--- src/rtl/vip_scene_recovery.sv ---
// Haze-removal scene recovery J = A + (I - A)*255/tc, 4-stage pipeline with matched syncs.
// Define SCENE_RECOVERY_STATS_EN to build the per-frame saturated-pixel counter.
module vip_scene_recovery (
    input  logic        clk,
    input  logic        rst_n,
    input  logic        per_frame_vsync,
    input  logic        per_frame_href,
    input  logic        per_frame_clken,
    input  logic [7:0]  per_img_red,
    input  logic [7:0]  per_img_green,
    input  logic [7:0]  per_img_blue,
    input  logic [7:0]  per_img_trans,
    input  logic [7:0]  atmospheric_light,
    input  logic [7:0]  T_MIN,
    output logic        post_frame_vsync,
    output logic        post_frame_href,
    output logic        post_frame_clken,
    output logic [7:0]  post_img_red,
    output logic [7:0]  post_img_green,
    output logic [7:0]  post_img_blue,
    output logic [19:0] sat_count
);
    localparam int unsigned DW    = 8;
    localparam int unsigned MW    = 16;
    localparam int unsigned QW    = 17;
    localparam int unsigned SW    = 18;
    localparam int unsigned DEPTH = 4;
    localparam int unsigned CW    = 20;
    localparam int unsigned NCH   = 3;

    logic [DW-1:0]          pix_in [NCH];
    logic [DW-1:0]          tc_c;
    logic [DEPTH-1:0][2:0]  sync_sr;
    logic [DW-1:0]          tc1, tc2, a1, a2, a3;
    logic signed [DW:0]     d1   [NCH];
    logic [MW-1:0]          mag2 [NCH];
    logic                   neg2 [NCH];
    logic signed [QW-1:0]   q3   [NCH];
    logic [DW-1:0]          pix4 [NCH];
    logic [DW-1:0]          abs1_c [NCH];
    logic [MW-1:0]          quot_c [NCH];
    logic [MW-1:0]          div_c;
    logic signed [SW-1:0]   sum_c  [NCH];
    logic [DW-1:0]          clip_c [NCH];

    assign pix_in[0] = per_img_red;
    assign pix_in[1] = per_img_green;
    assign pix_in[2] = per_img_blue;

    // Effective transmission: never below the floor, never zero.
    always_comb begin
        tc_c = per_img_trans;
        if (T_MIN > tc_c) tc_c = T_MIN;
        if (tc_c == '0)   tc_c = DW'(1);
    end

    // Guard keeps the post-reset bubble (tc=0) from producing an X quotient.
    always_comb begin
        div_c = (tc2 == '0) ? MW'(1) : MW'(tc2);
        for (int c = 0; c < NCH; c++) begin
            abs1_c[c] = d1[c][DW] ? DW'(-d1[c]) : DW'(d1[c]);
            quot_c[c] = mag2[c] / div_c;
            sum_c[c]  = SW'($signed({1'b0, a3})) + SW'(q3[c]);
            if (sum_c[c] < SW'(0))
                clip_c[c] = '0;
            else if (sum_c[c] > SW'(255))
                clip_c[c] = '1;
            else
                clip_c[c] = DW'(sum_c[c]);
        end
    end

    always_ff @(posedge clk or negedge rst_n) begin
        if (!rst_n) begin
            sync_sr <= '0;
            tc1     <= '0;
            tc2     <= '0;
            a1      <= '0;
            a2      <= '0;
            a3      <= '0;
            for (int c = 0; c < NCH; c++) begin
                d1[c]   <= '0;
                mag2[c] <= '0;
                neg2[c] <= 1'b0;
                q3[c]   <= '0;
                pix4[c] <= '0;
            end
        end else begin
            sync_sr <= {sync_sr[DEPTH-2:0], {per_frame_vsync, per_frame_href, per_frame_clken}};
            tc1     <= tc_c;
            tc2     <= tc1;
            a1      <= atmospheric_light;
            a2      <= a1;
            a3      <= a2;
            for (int c = 0; c < NCH; c++) begin
                d1[c]   <= (DW+1)'($signed({1'b0, pix_in[c]}) - $signed({1'b0, atmospheric_light}));
                mag2[c] <= MW'(abs1_c[c]) * MW'(255);
                neg2[c] <= d1[c][DW];
                q3[c]   <= neg2[c] ? -$signed({1'b0, quot_c[c]}) : $signed({1'b0, quot_c[c]});
                pix4[c] <= clip_c[c];
            end
        end
    end

    assign post_frame_vsync = sync_sr[DEPTH-1][2];
    assign post_frame_href  = sync_sr[DEPTH-1][1];
    assign post_frame_clken = sync_sr[DEPTH-1][0];
    assign post_img_red     = pix4[0];
    assign post_img_green   = pix4[1];
    assign post_img_blue    = pix4[2];

`ifdef SCENE_RECOVERY_STATS_EN
    logic          flag4, vs_prev, any_clip_c, hit_c, fall_c;
    logic [CW-1:0] acc, sat_q, acc_inc_c;

    // Counter saturates at all-ones; the vsync fall captures the frame total.
    always_comb begin
        any_clip_c = 1'b0;
        for (int c = 0; c < NCH; c++)
            if ((sum_c[c] < SW'(0)) || (sum_c[c] > SW'(255))) any_clip_c = 1'b1;
        hit_c     = flag4 & post_frame_clken;
        fall_c    = vs_prev & ~post_frame_vsync;
        acc_inc_c = (acc == '1) ? acc : acc + CW'(hit_c);
    end

    always_ff @(posedge clk or negedge rst_n) begin
        if (!rst_n) begin
            flag4   <= 1'b0;
            vs_prev <= 1'b0;
            acc     <= '0;
            sat_q   <= '0;
        end else begin
            flag4   <= any_clip_c;
            vs_prev <= post_frame_vsync;
            if (fall_c) begin
                sat_q <= acc_inc_c;
                acc   <= '0;
            end else begin
                acc   <= acc_inc_c;
            end
        end
    end

    assign sat_count = sat_q;
`else
    assign sat_count = '0;
`endif

endmodule

--- config.mk ---
export PLATFORM = sky130hd
export DESIGN_NAME = vip_scene_recovery
export DESIGN_NICKNAME = d
export VERILOG_FILES = /design/src/rtl/vip_scene_recovery.sv
export SDC_FILE = /design/constraint.sdc
export NUM_CORES = 1
export LEC_CHECK = 0
export CAP_MARGIN = 20
export CORE_ASPECT_RATIO = 0.8
export CORE_UTILIZATION = 40
export DETAILED_ROUTE_END_ITERATION = 12
export HOLD_SLACK_MARGIN = 0.1
export PLACE_DENSITY_LB_ADDON = 0.25
export SYNTH_ARGS = -nofsm -noshare
export SYNTH_HDL_FRONTEND = slang
export SYNTH_SLANG_ARGS = --single-unit
--- constraint.sdc ---
create_clock -name clk -period 95.3 [get_ports clk]
set_input_delay 14.295 -clock clk [delete_from_list [all_inputs] [get_ports clk]]
set_output_delay 14.295 -clock clk [all_outputs]
set_load 0.03 [all_outputs]
Word-level counts from Yosys, hierarchy flattened
Index checks and enable logic that the tools add are counted.
{ "word_totals": {"register_bits": 205, "mem_bits_rw": 0, "latchBits": 0, "mem_bits_ro": 0, "memories": 0, "out_inout_bits": 47, "input_bits": 53} }
{ "classes": {"n_eq_ne": 0, "n_mul": 3, "addsub": 12, "shift": 0, "muxes": 15, "reduce_logical": 2, "bitwise": 0, "magnitude_cmp": 7, "div": 3} }
{ "op_table": {"columns": ["op", "count"], "rows": [
  ["$mux W8", 12],
  ["$add A9 B17 Y18", 3],
  ["$gt A18 B9 Y1 const B", 3],
  ["$lt A18 B1 Y1 const B", 3],
  ["$mux W17", 3],
  ["$neg A16 Y17", 3],
  ["$div A16 B16 Y16", 3],
  ["$mul A8 B8 Y16 const B", 3],
  ["$sub A8 B8 Y9", 3],
  ["$neg A8 Y8", 3],
  ["$logic_not A8 Y1", 2],
  ["$gt A8 B8 Y1", 1]
]} }

Longest topological paths before layout
Gate-level depths: netlist of run 1.
{ "depth": {"ltp_word": 5, "ltp_mapped": 159, "depth_no_buf": 150} }

Worst setup path after synthesis of run 1
OpenSTA, ideal clock, no wires.
{ "synth_timing": {"kind": "register to register", "from": "reg tc2[1]", "to": "reg q3[29] in the netlist's numbering", "required_ps": 95155, "path_slack_ps": 63916, "n_path_buf": 8, "synth_period_minus_slack_ps": 31384, "t_arrival_ps": 31240, "stages_incl_launch_ff": 149, "cell_sequence": "dfrtp_1 -> inv_1 -> ha_1 -> nor2_1 -> mux2i_1 -> o22ai_1 -> inv_1 -> ha_1 -> inv_1 -> a2111oi_0 -> o31ai_1 -> mux2_2 -> ha_1 -> o21ai_0 -> nor2_1 -> o31ai_2 -> mux2_2 -> ha_1 -> [... 113 more ...] -> nor2b_1 -> o21ai_0 -> nand2b_1 -> a21oi_1 -> nor2b_1 -> o21ai_0 -> nand2b_1 -> a21oi_1 -> nand2_1 -> a211o_1 -> a21oi_1 -> a21oi_1 -> o21ba_2 -> ha_1 -> inv_1 -> or3_1 -> o41ai_1 -> xor2_1"} }
{ "synth_via": {"elab_chain_cells": 5} }
{ "synth_rtl": {"columns": ["item", "line", "rtl"], "rows": [
  ["start: declaration", "34", "logic [DW-1:0] tc1, tc2, a1, a2, a3;"],
  ["start signal: assignment", "91", "tc2 <= tc1;"],
  ["$logic_not A8 Y1", "59", "div_c = (tc2 == '0) ? MW'(1) : MW'(tc2);"],
  ["$mux W8 *", "59", null],
  ["$div A16 B16 Y16 *", "62", "quot_c[c] = mag2[c] / div_c;"],
  ["$neg A16 Y17", "99", "q3[c] <= neg2[c] ? -$signed({1'b0, quot_c[c]}) : $signed({1'b0, quot_c[c]});"],
  ["$mux W17 *", "99", null],
  ["end signal: indexed assignment", "99", null],
  ["end: declaration", "38", "logic signed [QW-1:0] q3 [NCH];"]
]} }
Every way passes the cells marked *; elsewhere a longest branch is shown, timed or not.

Final worst setup path of run 1
{ "layout_timing": {"from": "reg tc2[7]", "to": "reg q3[29] in the netlist's numbering"} }
Same word-level chain as after synthesis.

==> run metrics, run 1 <==
post-DR vias/cell=roughly 5.7; Synth Area per Inst=8.34 um2; CP endpoint kind=flop; IO Pins=100; DRC errors left=0; Setup CP Type=flop to flop; Clock Tree Root=clkbuf_16; total length of routed wires=87200 um; worst min-delay path class=flop to flop; antenna cells=0; Tmin final=38510 ps; global routing usage on met3=0.0251; synthesized area=about 30000 um2; core area=approximately 76000 um2; final setup margin=56790 ps; Die Ht=249 um; Worst Tran Pin Value=1150 ps; Synth Instances=3669; number of global-route vias before repair=25600; setup bufs post-CTS=0; initial core utilization=0.405; met2 Usage GRT=0.323; initial antenna violation count=0; FP Rows=90; busiest layer in global routing=met1; WP data required=roughly 96000 ps; Die W=311 um; clock slew at reported path FFs=70 ps; TritonCTS Buffers=23; Setup WS pre-CTS=~58000 ps; grt total ovfl=0; leading area contributor after synthesis=ha_1; area of the multi-input gates=24000 um2; CP bufs+invs=4; drt pass-1 iters=6; die area=77600 um2; Layout area overhead=8.80%; kind of cell adding the most delay to the critical path=compound AO/OA/AOI/OAI gates; Port-buffer cells=79; Top cell by count, worst path=ha_1; WL per Instance=18.3 um; GR Layer Usage met1=0.342; CTS tree=built; CTS H-tree lvls=1; CP peak stage delay=900 ps; largest net degree at the start of global routing=80; register area share after synthesis=0.168; Final setup violation count=0; Nets=4306; Synth top area share=0.175; most frequent cells in the layout=ha_1 (428), inv_1 (295), nor2_1 (252), a21oi_1 (239), nand2_1 (228); Synth async-reset ratio=1.00; Placed Cells=4716; Post-synth EDFFs=0; main flop type after synthesis=dfrtp_1; crit start category=flop; CP max FO=19; Netlist cell types=110; GPL Wtd Cong=0.940; share of layout cells above drive strength 1=0.0625; CTS Sinks=about 210; commonest non-fill, non-tap cell in the layout=ha_1; period utilisation layout=0.404; Fillers=7464; max_cap viols=0; sequential cell area=5130 um2; worst skew pair latency=560 ps; Vias=27300; Detail Route Antenna Nets=0; Finished Layout Cells=about 4800; f_max=0.0260 GHz; RSZ-0062 raised after global routing=no; most area-consuming cells after synthesis=ha_1 (17%), dfrtp_1 (17%), fa_1 (6.3%); Hold-fix buffers, CTS=0; Tot GR Track Use=0.219; Setup Total Neg Slack=0 ps; Final Max Tran Viols=0; status=finished, final reports clean; FF-to-FF path depth=144; critical path arrival=~39000 ps; worst hold stages=0; Ys Warns=0; Worst path depth=144; post-DP HPWL=between 60000 and 70000 um; Hold Vio Cnt, Final=0; global-route wire length before repair=140000 um; Rel. slew slack=0.227; critical path's slowest cell=o2111ai_1; clock skew=21.4 ps; Post-CTS Resized=0; Synth Register Bits=205; clock tree buffer depth=3; initial DRC count=2112
synth_stat cells, drive strengths merged, types with 16 or more instances:
library cell / n
or4: 21
nor2b: 56
xnor2: 197
a31oi: 28
nor4: 26
dfrtp: 205
nor2: 253
mux2i: 38
o21ai: 204
clkbuf: 45
o31ai: 67
o21bai: 29
nand4: 30
fa: 96
nand2b: 57
and2: 32
o41ai: 16
ha: 428
nand3: 66
or3: 49
a21oi: 241
nor3: 132
mux2: 73
and3: 23
or2: 34
xor2: 85
a211oi: 45
o21a: 139
nand2: 229
inv: 300
o211ai: 22
a21o: 98
buf: 48
layout make-up:
type | instances | area share
clock buffer | 30 | 0.0193
clock inverter | 11 | 0.00402
inverter | 301 | 0.0339
multi-input combinational | 3089 | 0.720
sequential | 205 | 0.154
tap | 1012 | 0.0380
timing repair buffer | 109 | 0.0307
cell families (layout without fill, tap and decap cells):
kind of cell | Yosys count | in the layout | share of synthesized area
xor gates and xnor gates | 282 | 282 | 0.0807
adders and majority gates | 525 | 525 | 0.238
AOI/OAI and AO/OA | 1106 | 1106 | 0.250
buffers and inverters | 394 | 451 | 0.0520
DFF | 205 | 205 | 0.168
other | 1 | 20 | 0.000123
muxes | 111 | 111 | 0.0401
and+or+nand+nor | 1045 | 1045 | 0.171
flip-flops by register name (all words and copies together) (netlist names), 8 cells and up:
name,cells
a3,8
post_img_blue,8
d1,27
a2,8
q3,51
mag2,48
tc1,8
post_img_red,8
a1,8
post_img_green,8
tc2,8
sync_sr,9
through the flow:
step	area, um2	hold WS [ps]	util
global route	33300	351	0.441
floorplan	30700	331	-
detailed placement	32500	335	0.430
global placement	32500	332	0.430
finish	33300	331	0.441
CTS	33300	342	0.441
routing by layer:
layer,part of all wire,up-vias
li1,-,13500
met1,0.51,12900
met2,0.41,788
met3,0.065,86
met4,0.016,0
met5,0,-
final timing paths:
| kind | from | end | slack (ps) |
|---|---|---|---|
| hold reg to reg | sync_sr[6] | post_frame_clken | 330 |
| setup reg to reg | tc2[7] | q3[29] | 56790 |
| min in group asynchronous | rst_n | post_frame_clken | 13680 |
| setup / recovery | tc2[7] | q3[29] | 56790 |
| max in group asynchronous | rst_n | post_img_red[1] | 80260 |
| hold / removal | sync_sr[6] | post_frame_clken | 330 |
Power of run 1 is not shown: default switching activity piles up to over one toggle a cycle in this logic, so the estimate is an artifact.
==> inputs of run 2 (changes only) <==
- clock period: 95.3 -> 34.9 ns (I/O delays scaled with it)
==> run 2 against run 1 <==
  * Sequential cell count unchanged
  * Via count up 0.32%
  * Critical endpoint is now q3[14]
  * Sequential share of layout area down 0.36 points
  * Non-clock buffer count grew 46
==> run metrics, run 2 (synthesized netlist as in run 1, its figures left out) <==
Clock Tree Root=clkbuf_16; FP Rows=90; TritonCTS Buffers=25; post-DR vias/cell=between 5 and 6; clock tree buffer depth=3; f_max=approximately 0.031 GHz; status=finished, final reports clean; Worst Tran Pin Value=1040 ps; CP endpoint kind=flop; worst r2r src=tc2[7]; clock slew at reported path FFs=70 ps; Finished Layout Cells=4807; CTS H-tree lvls=1; crit start category=flop; WL per Instance=18.2 um; global-route wire length before repair=140000 um; max_cap viols=0; most frequent cells in the layout=ha_1 (428), inv_1 (295), nor2_1 (248), a21oi_1 (234), nand2_1 (223); Setup WS pre-CTS=-103 ps; Rel. slew slack=0.302; Most flops, register=q3; WP data required=35400 ps; CTS tree=built; post-DP HPWL=68500 um; Setup crit start=tc2[7]; commonest non-fill, non-tap cell in the layout=ha_1; share of layout cells above drive strength 1=0.0875; Tmin final=32600 ps; CTS Sinks=205; Final setup violation count=0; CP max FO=15; GPL Wtd Cong=0.895; FF-to-FF path depth=141; die area=about 78000 um2; critical path arrival=33100 ps; initial DRC count=2260; critical register-to-register path endpoint=q3[14]; Top cell by count, worst path=ha_1; period utilisation layout=0.934; Final Max Tran Viols=0; Hold Startpoint=a2[3]; Hold Vio Cnt, Final=0; CP peak stage delay=540 ps; drt pass-1 iters=5; initial core utilization=0.405; critical path's slowest cell=dfrtp_1; RSZ-0062 raised after global routing=yes; DRC errors left=0; Worst Hold End=a3[3]; Hold-fix buffers, CTS=0; total length of routed wires=around 88000 um; antenna cells=0; worst hold stages=0; grt total ovfl=0; Port-buffer cells=79; Layout area overhead=11.4%; worst skew pair latency=570 ps; IO Pins=100; worst min-delay path class=flop to flop; Detail Route Antenna Nets=0; Die W=around 310 um; Setup Total Neg Slack=0 ps; Nets=4354; core area=roughly 76000 um2; initial antenna violation count=1; largest net degree at the start of global routing=76; final setup margin=2300 ps; Placed Cells=4753; number of flip-flops in the largest register=a little over 50; number of global-route vias before repair=25600; Reg2Reg Setup Slack=~2300 ps; top flop regs=q3 x51, mag2 x48, d1 x27; Die Ht=249 um; Setup CP Type=flop to flop; clock skew=40.6 ps; Tot GR Track Use=0.221; Vias=27400
## run 2: cell count changes in the layout (fill, tap and decap cells not counted), sizes merged
cell	before	now
buf	31	77
bufinv	2	5
clkbuf	30	33
inv	303	300
clkinv	6	7
## run 2: through the flow
stage	utilization	hold slack, ps	area [um2]
2_1_floorplan	-	331	30700
3_3_place_gp	0.434	331	32800
3_5_place_dp	0.434	335	32800
4_1_cts	0.446	347	33700
5_1_grt	0.451	350	34100
6_report	0.451	345	34100
## run 2: worst max-delay path by stage
stage | endpoint | slack, ps
floorplan | q3[29] | 3520
detailed placement | q3[10] | -100
global placement | q3[14] | 40
CTS | q3[14] | 140
global route | q3[14] | -90
finish | q3[14] | 2300
## run 2: area by class of cell
type | instances | area [um2]
Multi-Input combinational cell | 3089 | 24300
Clock buffer | 33 | 666
Sequential cell | 205 | 5130
Clock inverter | 12 | 195
Timing Repair Buffer | 155 | 1370
Inverter | 301 | 1130
Tap cell | 1012 | 1270
Fill cell | 7403 | 41500
## run 2: what timing repair did
item | CTS | global route
endpoints found under the setup margin | 4 | 51
resized for setup | 1 | 82
setup buffers | 0 | 8
pin swaps | 0 | 2
gates cloned | 0 | 0
## run 2: routing by layer
layer / vias to the layer above / routed length (um) / GRT usage
met5: - / 0 / 0
met4: 0 / 1350 / 0.0372
met3: 82 / 5550 / 0.0287
met2: 781 / 35400 / 0.321
met1: 12900 / 45200 / 0.345
li1: 13600 / - / -
## run 2: worst max-delay path: cells and delay by family (launching register included)
| kind | cells | cell delay, ps |
|---|---|---|
| adder cells (fa/ha/maj) | 16 | 4610 |
| AO/OA/AOI/OAI | 64 | 14560 |
| buffers and inverters | 5 | 850 |
| XOR/XNOR | 5 | 930 |
| AND/OR/NAND/NOR | 44 | 8790 |
| multiplexers | 7 | 2160 |
| flip-flops | 1 | 540 |
Power of run 2 is left out for the same reason.
